File: src/rtl/sincos_pipe.sv
// rtl/sincos_pipe.sv - pipelined quarter-wave sine/cosine generator with valid/ready handshake
// Optional build macro SINCOS_PIPE_INTERP_EN adds a linear-interpolation stage (latency 4 instead of 3).
module sincos_pipe #(
  parameter int ANGLE_W = 9,
  parameter int OUT_W   = 8,
  parameter int SCALE   = 64,
  parameter int STEP    = 5,
  parameter int TAG_W   = 4
) (
  input  logic               clk,
  input  logic               rst_n,
  input  logic               in_valid,
  output logic               in_ready,
  input  logic [ANGLE_W-1:0] in_angle,
  input  logic [TAG_W-1:0]   in_tag,
  output logic               out_valid,
  input  logic               out_ready,
  output logic [OUT_W-1:0]   out_sin,
  output logic [OUT_W-1:0]   out_cos,
  output logic               out_err,
  output logic [TAG_W-1:0]   out_tag
);

  localparam int N  = 90 / STEP + 1;
  localparam int IW = $clog2(N);
  localparam int TW = N * OUT_W;

  // Q30 Taylor series keeps the table build in integer arithmetic; every entry lies in 0..SCALE.
  function automatic logic [TW-1:0] build_tbl();
    logic [TW-1:0] t;
    longint x, term, sum, v;
    t = '0;
    for (int k = 0; k < N; k++) begin
      x    = (longint'(k * STEP) * 64'sd3373259426) / 64'sd180;
      sum  = x;
      term = x;
      for (int n = 1; n <= 8; n++) begin
        term = (term * x) >>> 30;
        term = (term * x) >>> 30;
        term = -term / longint'((2 * n) * (2 * n + 1));
        sum  = sum + term;
      end
      v = (longint'(SCALE) * sum + (64'sd1 <<< 29)) >>> 30;
      t[k*OUT_W +: OUT_W] = OUT_W'(v);
    end
    return t;
  endfunction

  localparam logic [TW-1:0] TBL = build_tbl();

  function automatic logic [OUT_W-1:0] tbl_at(input int idx);
    return TBL[idx*OUT_W +: OUT_W];
  endfunction

  logic adv;
  assign adv      = !out_valid | out_ready;
  assign in_ready = adv | !rst_n;

  // Stage 1: quadrant fold by comparison
  logic [31:0]      a32;
  logic [1:0]       q1_d, q1;
  logic [6:0]       r1_d, r1;
  logic             e1, v1;
  logic [TAG_W-1:0] tag1;

  assign a32 = 32'(in_angle);

  always_comb begin
    q1_d = 2'd0;
    r1_d = 7'(a32);
    if (a32 >= 32'd270) begin
      q1_d = 2'd3;
      r1_d = 7'(a32 - 32'd270);
    end else if (a32 >= 32'd180) begin
      q1_d = 2'd2;
      r1_d = 7'(a32 - 32'd180);
    end else if (a32 >= 32'd90) begin
      q1_d = 2'd1;
      r1_d = 7'(a32 - 32'd90);
    end
  end

  // Stage 2: table index lookup
  logic [IW-1:0]    i_d;
  int               ii;
  logic [OUT_W-1:0] s_d, c_d, s2, c2;
  logic [1:0]       q2;
  logic             e2, v2;
  logic [TAG_W-1:0] tag2;

  always_comb begin
    i_d = '0;
    for (int k = 1; k < N; k++) begin
      if (int'(r1) >= k * STEP) i_d = IW'(k);
    end
    ii  = int'(i_d);
    s_d = tbl_at(ii);
    c_d = tbl_at(N - 1 - ii);
  end

  logic [1:0]       qm;
  logic             em, vm;
  logic [TAG_W-1:0] tagm;
  logic [OUT_W-1:0] sm, cm;

`ifdef SINCOS_PIPE_INTERP_EN
  logic [OUT_W-1:0] sn_d, cp_d, sn2, cp2;
  logic [6:0]       f_d, f2;
  logic [OUT_W-1:0] si_d, ci_d, s3, c3;
  logic [1:0]       q3;
  logic             e3, v3;
  logic [TAG_W-1:0] tag3;
  int               ds, dc;

  // Neighbour indices clamp so out-of-range residues from error angles stay inside the table.
  always_comb begin
    sn_d = tbl_at((ii + 1 > N - 1) ? N - 1 : ii + 1);
    cp_d = tbl_at((N - 2 - ii < 0) ? 0 : N - 2 - ii);
    f_d  = 7'(int'(r1) - ii * STEP);
  end

  always_comb begin
    ds   = int'(sn2) - int'(s2);
    dc   = int'(c2) - int'(cp2);
    si_d = OUT_W'(int'(s2) + (ds * int'(f2) + STEP / 2) / STEP);
    ci_d = OUT_W'(int'(c2) - (dc * int'(f2) + STEP / 2) / STEP);
  end

  always_ff @(posedge clk) begin
    if (!rst_n) v3 <= 1'b0;
    else if (adv) v3 <= v2;
  end

  always_ff @(posedge clk) begin
    if (adv) begin
      sn2  <= sn_d;
      cp2  <= cp_d;
      f2   <= f_d;
      s3   <= si_d;
      c3   <= ci_d;
      q3   <= q2;
      e3   <= e2;
      tag3 <= tag2;
    end
  end

  assign vm   = v3;
  assign qm   = q3;
  assign em   = e3;
  assign tagm = tag3;
  assign sm   = s3;
  assign cm   = c3;
`else
  assign vm   = v2;
  assign qm   = q2;
  assign em   = e2;
  assign tagm = tag2;
  assign sm   = s2;
  assign cm   = c2;
`endif

  always_ff @(posedge clk) begin
    if (!rst_n) begin
      v1 <= 1'b0;
      v2 <= 1'b0;
    end else if (adv) begin
      v1 <= in_valid;
      v2 <= v1;
    end
  end

  always_ff @(posedge clk) begin
    if (adv) begin
      q1   <= q1_d;
      r1   <= r1_d;
      e1   <= (a32 >= 32'd360);
      tag1 <= in_tag;
      s2   <= s_d;
      c2   <= c_d;
      q2   <= q1;
      e2   <= e1;
      tag2 <= tag1;
    end
  end

  // Output stage: quadrant mapping, error forces zero
  logic [OUT_W-1:0] so_d, co_d;

  always_comb begin
    so_d = sm;
    co_d = cm;
    case (qm)
      2'd1: begin so_d = cm;  co_d = -sm; end
      2'd2: begin so_d = -sm; co_d = -cm; end
      2'd3: begin so_d = -cm; co_d = sm;  end
      default: begin so_d = sm; co_d = cm; end
    endcase
    if (em) begin
      so_d = '0;
      co_d = '0;
    end
  end

  // Data only loads with a valid sample so a bubble never disturbs a held result.
  always_ff @(posedge clk) begin
    if (!rst_n) begin
      out_valid <= 1'b0;
      out_sin   <= '0;
      out_cos   <= '0;
      out_err   <= 1'b0;
      out_tag   <= '0;
    end else if (adv) begin
      out_valid <= vm;
      if (vm) begin
        out_sin <= so_d;
        out_cos <= co_d;
        out_err <= em;
        out_tag <= tagm;
      end
    end
  end

endmodule

File: config.mk
export PLATFORM = sky130hd
export DESIGN_NAME = sincos_pipe
export DESIGN_NICKNAME = d
export VERILOG_FILES = /design/src/rtl/sincos_pipe.sv
export SDC_FILE = /design/constraint.sdc
export NUM_CORES = 1
export LEC_CHECK = 0
export ABC_CLOCK_PERIOD_IN_PS = 6900
export CORE_AREA = 2 2 122 124
export CTS_BUF_LIST = sky130_fd_sc_hd__clkbuf_16
export DETAILED_ROUTE_END_ITERATION = 10
export DIE_AREA = 0 0 124 126
export RECOVER_POWER = 100
export SLEW_MARGIN = 25
export SYNTH_ARGS = -nofsm -noshare
export SYNTH_HDL_FRONTEND = slang
export SYNTH_SLANG_ARGS = --single-unit
File: constraint.sdc
create_clock -name clk -period 6.9 [get_ports clk]
set_clock_uncertainty 0.1 [all_clocks]
set_input_delay 1.38 -clock clk [delete_from_list [all_inputs] [get_ports clk]]
set_output_delay 1.38 -clock clk [all_outputs]
set_load 0.05 [all_outputs]
# Word-level counts from Yosys, hierarchy flattened
# Index checks and enable logic that the tools add are counted.
# totals
output_inout_bits,23
word_cells,83
ff_bits,61
input_bits,17
# classes
shift,2
addsub,6
n_reduce_logical,4
eq_ne,3
magnitude_cmp,22
bitwise,2
n_mux,27
# ops
operator,count
152-bit by 9-bit indexed part select with 8-bit output (first input constant),2
5-bit two-way mux,17
8-bit one-hot mux with 3 select lines,2
7-bit by 6-bit greater-or-equal comparator with 1-bit output (second input constant),6
7-bit greater-or-equal comparator (second input constant),6
7-bit by 5-bit greater-or-equal comparator with 1-bit output (second input constant),3
7-bit two-way mux,3
9-bit greater-or-equal comparator (second input constant),2
8-bit two-way mux,2
8-bit negator,2
7-bit by 4-bit greater-or-equal comparator with 1-bit output (second input constant),2
9-bit by 7-bit greater-or-equal comparator with 1-bit output (second input constant),1
9-bit by 8-bit greater-or-equal comparator with 1-bit output (second input constant),1
7-bit by 3-bit greater-or-equal comparator with 1-bit output (second input constant),1
7-bit by 4-bit subtractor with 7-bit output (second input constant),1
7-bit by 6-bit subtractor with 7-bit output (second input constant),1
7-bit subtractor (second input constant),1
5-bit by 5-bit subtractor with 6-bit output (first input constant),1
2-bit equality test (second input constant),2
1-bit two-way mux,3
2-bit by 1-bit equality test with 1-bit output (second input constant),1
1-bit logical NOT,2
1-bit bitwise OR,2
2-bit AND reduction,1
2-bit OR reduction,1

# Depth between registers and ports, before layout
# logic_depth
depth_word,21
mapped_depth,16
ltp_nobuf,13

# Worst setup path before layout
# No wires, ideal clock.
# synth_path
kind,input-to-output
start,input out_ready
end,output in_ready
path_buffers,0
stages,2
required_ns,5.420
path_slack_ns,3.480
arrival_time_ns,1.940
path_cell_list,nor2b_1 nand2_1
# synth_via
elab_chain_len,2
# synth_rtl
element,line,text
"start, declared",17,"input logic out_ready,"
1-bit bitwise OR,56,assign adv = !out_valid | out_ready;
1-bit bitwise OR,57,assign in_ready = adv | !rst_n;
"end, declared",13,"output logic in_ready,"
# Every way passes these cells.

# Final worst setup path
# layout_path
start,register r1[4]
end,register c2[3] (data pin)
# layout_via
elab_chain_len,21
elab_cells_between_ends,38
cone_classes,add/sub (1); order compare (18); shift (1); mux (18)
# layout_rtl
element,line,text
"start, declared",62,"logic [6:0] r1_d, r1;"
"start signal, assigned",175,r1 <= r1_d;
7-bit by 3-bit greater-or-equal comparator with 1-bit output,94,if (int'(r1) >= k * STEP) i_d = IW'(k);
1-bit two-way mux,94,
5-bit two-way mux (16 in series),94,
5-bit two-way mux *,94,
5-bit by 5-bit subtractor with 6-bit output *,98,c_d = tbl_at(N - 1 - ii);
152-bit by 9-bit indexed part select with 8-bit output *,52,return TBL[idx*OUT_W +: OUT_W];
net c_d[3],86,"logic [OUT_W-1:0] s_d, c_d, s2, c2;"
"end signal, assigned",179,c2 <= c_d;
"end, declared",86,
# The timed path passes the listed nets; every way through them passes the cells marked *.
# A chain may end at the register's enable or synchronous reset.

==> metrics.md <==
| Metric | Value |
|---|---|
| Outcome | `finished, violations left` |
| Violated checks | `capacitance limit, slew limit` |
| Max Fclk | `183 MHz` |
| I/O pin total | `40` |
| Req. time, crit path | `6.86 ns` |
| Post-Synth Simple-Gate Area | `20.1%` |
| Clock group share of total power | `25.5%` |
| Power density cells | `328 nW/um^2` |
| Clock latency on the worst-skew pair | `0.32 ns` |
| Synth Net Count | `527` |
| Worst hold path type | `reg2reg` |
| Total power | `1.64 mW` |
| Fin Setup TNS | `0 ns` |
| Hold violation count in the final report | `0` |
| Post-route cell area | `5000 sq um` |
| Mux contribution to synthesized area | `3.04%` |
| DP HPWL | `6950 um` |
| Dominant combinational cell family by area after synthesis | `compound AO/OA/AOI/OAI gates` |
| Slew headroom | `-26.9%` |
| CP Capture Type | `flip-flop` |
| Crit Path Max Fanout | `25` |
| Placer Congestion | `0.868` |
| Post-CTS setup buffer count | `0` |
| NetSw | `0.616 mW` |
| # rows | `44` |
| CTS clk-pin slew, worst paths | `0.05 ns` |
| Synth Area in Compound Gates | `25.4%` |
| DR WL met2 | `4550 um` |
| Register area share after synthesis | `36.1%` |
| Final Critical Period | `5.45 ns` |
| Synth warnings | `0` |
| Vias per cell | `5.27` |
| Clock sink count | `59` |
| Initial DRC count | `223` |
| Synth top area share | `24.8%` |
| Post-CTS resize count | `0` |
| First-pass GRT wire length | `15800 um` |
| CTS tree | `yes` |
| WL/cell | `13.7 um` |
| Number of synthesized flops with an enable pin | `35` |
| Final worst slack | `1.45 ns` |
| Adder-Cell Fraction of Synth Area | `4.66%` |
| Layout cells sized above 1 | `6.20%` |
| DIE AREA | `15600 sq um` |
| Measured slew at the worst slew-check pin | `1.90 ns` |
| Root Driver | `clkbuf_16` |
| Core Region | `14300 sq um` |
| Post-route antenna net violation count | `0` |
| Synth unique cells | `66` |
| Max cap viols | `1` |
| GRT Overall Usage | `12.4%` |
| Leak | `1.83 nW` |
| Ant diodes | `0` |
| Cell Int Power | `1.02 mW` |
| Drt total wl | `9560 um` |
| Die height | `126 um` |
| Number of synthesized register bits | `59` |
| Via count | `3687` |
| WL met1 | `4450 um` |
| Cell taking the most area after synthesis | `edfxtp_1` |
| Vias in the first global route | `3316` |
| CTS Buffer Depth | `2` |
| Routed met3 length | `452 um` |
| Mapped Area | `4240 sq um` |
| GRT Residual Overflow | `0` |
| NumNets Final | `543` |
| Switching share of power | `37.6%` |
| RSZ-0062 raised after global routing | `false` |
| DRC Markers | `0` |
| Synth top area cells | `edfxtp_1 25%, dfxtp_1 11%, nand2_1 5.0%, ha_1 4.4%, o21ai_0 4.1%` |
| Largest net degree at the start of global routing | `39` |
| Pre-CTS worst setup slack | `2.28 ns` |
| Initial core utilization | `29.6%` |
| TritonRoute pass-1 iters | `5` |
| Startpoint types | `flip-flop` |
| Ys flop type | `edfxtp_1` |
| Uppermost layer routed | `met4` |
| Ys async rst share | `0%` |
| Comb pwr share | `40.8%` |
| Initial antenna violation count | `0` |
| Hold_buf cts | `0` |
| CP Class | `reg2reg` |
| Mapped Cells | `495` |
| H-tree Lvls | `3` |
| Peak supply drop | `0.000177 V` |
| Syn_area_per_cell | `8.57 sq um` |
| Fill count | `1485` |
| Worst Path Arrival | `5.42 ns` |
| Post-DP Area | `4700 sq um` |
| Flop pwr share | `33.7%` |
| Synth-to-Final Area Change | `17.9%` |
| Final Cycle Share | `79.1%` |
| Endpoints failing setup | `0` |
| CTS buffer count | `9` |
| Chip width | `124 um` |
| PortBufs | `39` |
| Post-Synth XOR/XNOR Area | `4.75%` |
| Slew Viols, Final | `39` |
worst max-delay path, cell delays in order, from the launching register on:
cell        delay [ns]
edfxtp_1          0.85
nand2b_1          0.28
or4_1             0.45
o2111ai_1         0.11
and3_1            0.50
clkinvlp_2        0.83
ha_1              0.82
nor3_1            0.22
o21ai_0           0.22
nand2_1           0.20
a2111oi_0         0.08
o31ai_1           0.12
a311oi_1          0.08
or3_1             0.33
per-stage QoR:
| stage | utilization (%) | instances | hold WS, ns |
|---|---|---|---|
| 3_3_place_gp | 32.9 | 683 | 0.302 |
| 2_1_floorplan | - | 495 | 0.300 |
| 4_1_cts | 34.9 | 699 | 0.319 |
| 5_1_grt | 34.9 | 700 | 0.323 |
| 3_5_place_dp | 32.9 | 683 | 0.306 |
| 6_report | 34.9 | 700 | 0.317 |
flip-flops by register name, indices dropped and copies added, names as in the netlist:
signal / count
e1: 1
r1: 7
q2: 2
tag1: 4
out_cos: 8
s2: 7
out_valid: 1
c2: 7
q1: 2
out_sin: 8
v1: 1
tag2: 4
out_tag: 4
v2: 1
e2: 1
out_err: 1
routing by layer:
layer  global-route usage (%)  up-vias
met1                     16.0     1719
met5                        0        -
met2                     20.5      104
met4                     3.44        0
li1                         -     1855
met3                     3.03        9
path summary, 6_finish.rpt:
check          start  endpoint  cells after the start  slack (ns)
min reg2reg  tag1[1]   tag2[1]                      0        0.32
max reg2reg    r1[4]     c2[3]                     13        1.45
max            r1[4]     c2[3]                     13        1.45
min          tag1[1]   tag2[1]                      0        0.32
layout make-up:
cell class	instances	area [sq um]	area share, %
Clock buffer	9	225	4.51
Clock inverter	7	60.1	1.20
Inverter	20	76.3	1.53
Multi-Input combinational cell	379	2460	49.2
Sequential cell	59	1530	30.6
Tap cell	184	230	4.61
Timing Repair Buffer	42	417	8.34
layout by cell type (no fill, tap or decap), types with 3 or more instances in the layout:
cell type        count
nor3b_1              6
o221ai_1             4
o21ai_0             36
dfxtp_1             24
a31oi_1              8
nand2b_1             9
nand3_1              9
a211oi_1             8
inv_1               19
nor3_1              14
nor2b_1             20
ha_1                15
mux2i_1              5
nand2_1             56
a221o_1              5
and3_1               3
a311oi_1             3
clkinv_2             3
o22ai_1              3
o211ai_1             4
xor2_1               5
a22oi_1             14
nor2_1              30
clkdlybuf4s50_1      7
edfxtp_1            35
mux4_2               3
dlygate4sd3_1       32
or3_1                6
xnor2_1             18
clkbuf_16            9
o31ai_1              5
a21oi_1             30
or3b_2               3
a21boi_0            12
synth_stat cells (all sizes together), types with 3 or more instances:
| cell type | instances |
|---|---|
| o22ai | 3 |
| nand2 | 56 |
| mux4 | 3 |
| nand2b | 9 |
| and3 | 3 |
| a221o | 5 |
| a2111oi | 3 |
| dfxtp | 24 |
| and2 | 4 |
| o211ai | 4 |
| a22oi | 14 |
| or3b | 4 |
| xor2 | 5 |
| inv | 20 |
| a31oi | 9 |
| mux2i | 5 |
| a21boi | 12 |
| or3 | 6 |
| nor3b | 6 |
| edfxtp | 35 |
| o31ai | 5 |
| a211oi | 8 |
| o221ai | 4 |
| nor2b | 20 |
| nor3 | 14 |
| xnor2 | 18 |
| nand3 | 9 |
| a21oi | 32 |
| ha | 15 |
| a311oi | 3 |
| nor2 | 30 |
| o21ai | 38 |
| buf | 15 |
| clkbuf | 22 |
power by group through the flow:
stage | clock (mW) | combinational [mW] | sequential [mW]
after global routing | 0.446 | 0.748 | 0.565
after global placement | 0 | 0.651 | 0.558
after detailed placement | 0 | 0.664 | 0.561
after floorplan | 0 | 0.551 | 0.534
final | 0.418 | 0.669 | 0.552
after CTS | 0.428 | 0.666 | 0.554
logic make-up after synthesis:
group                      after synthesis
buffers and inverters                   57
DFF                                     59
muxes                                    9
xor gates and xnor gates                23
AOI/OAI and AO/OA                      160
and+or+nand+nor                        171
adders and majority gates               16
(Power assumes the default switching activity.)
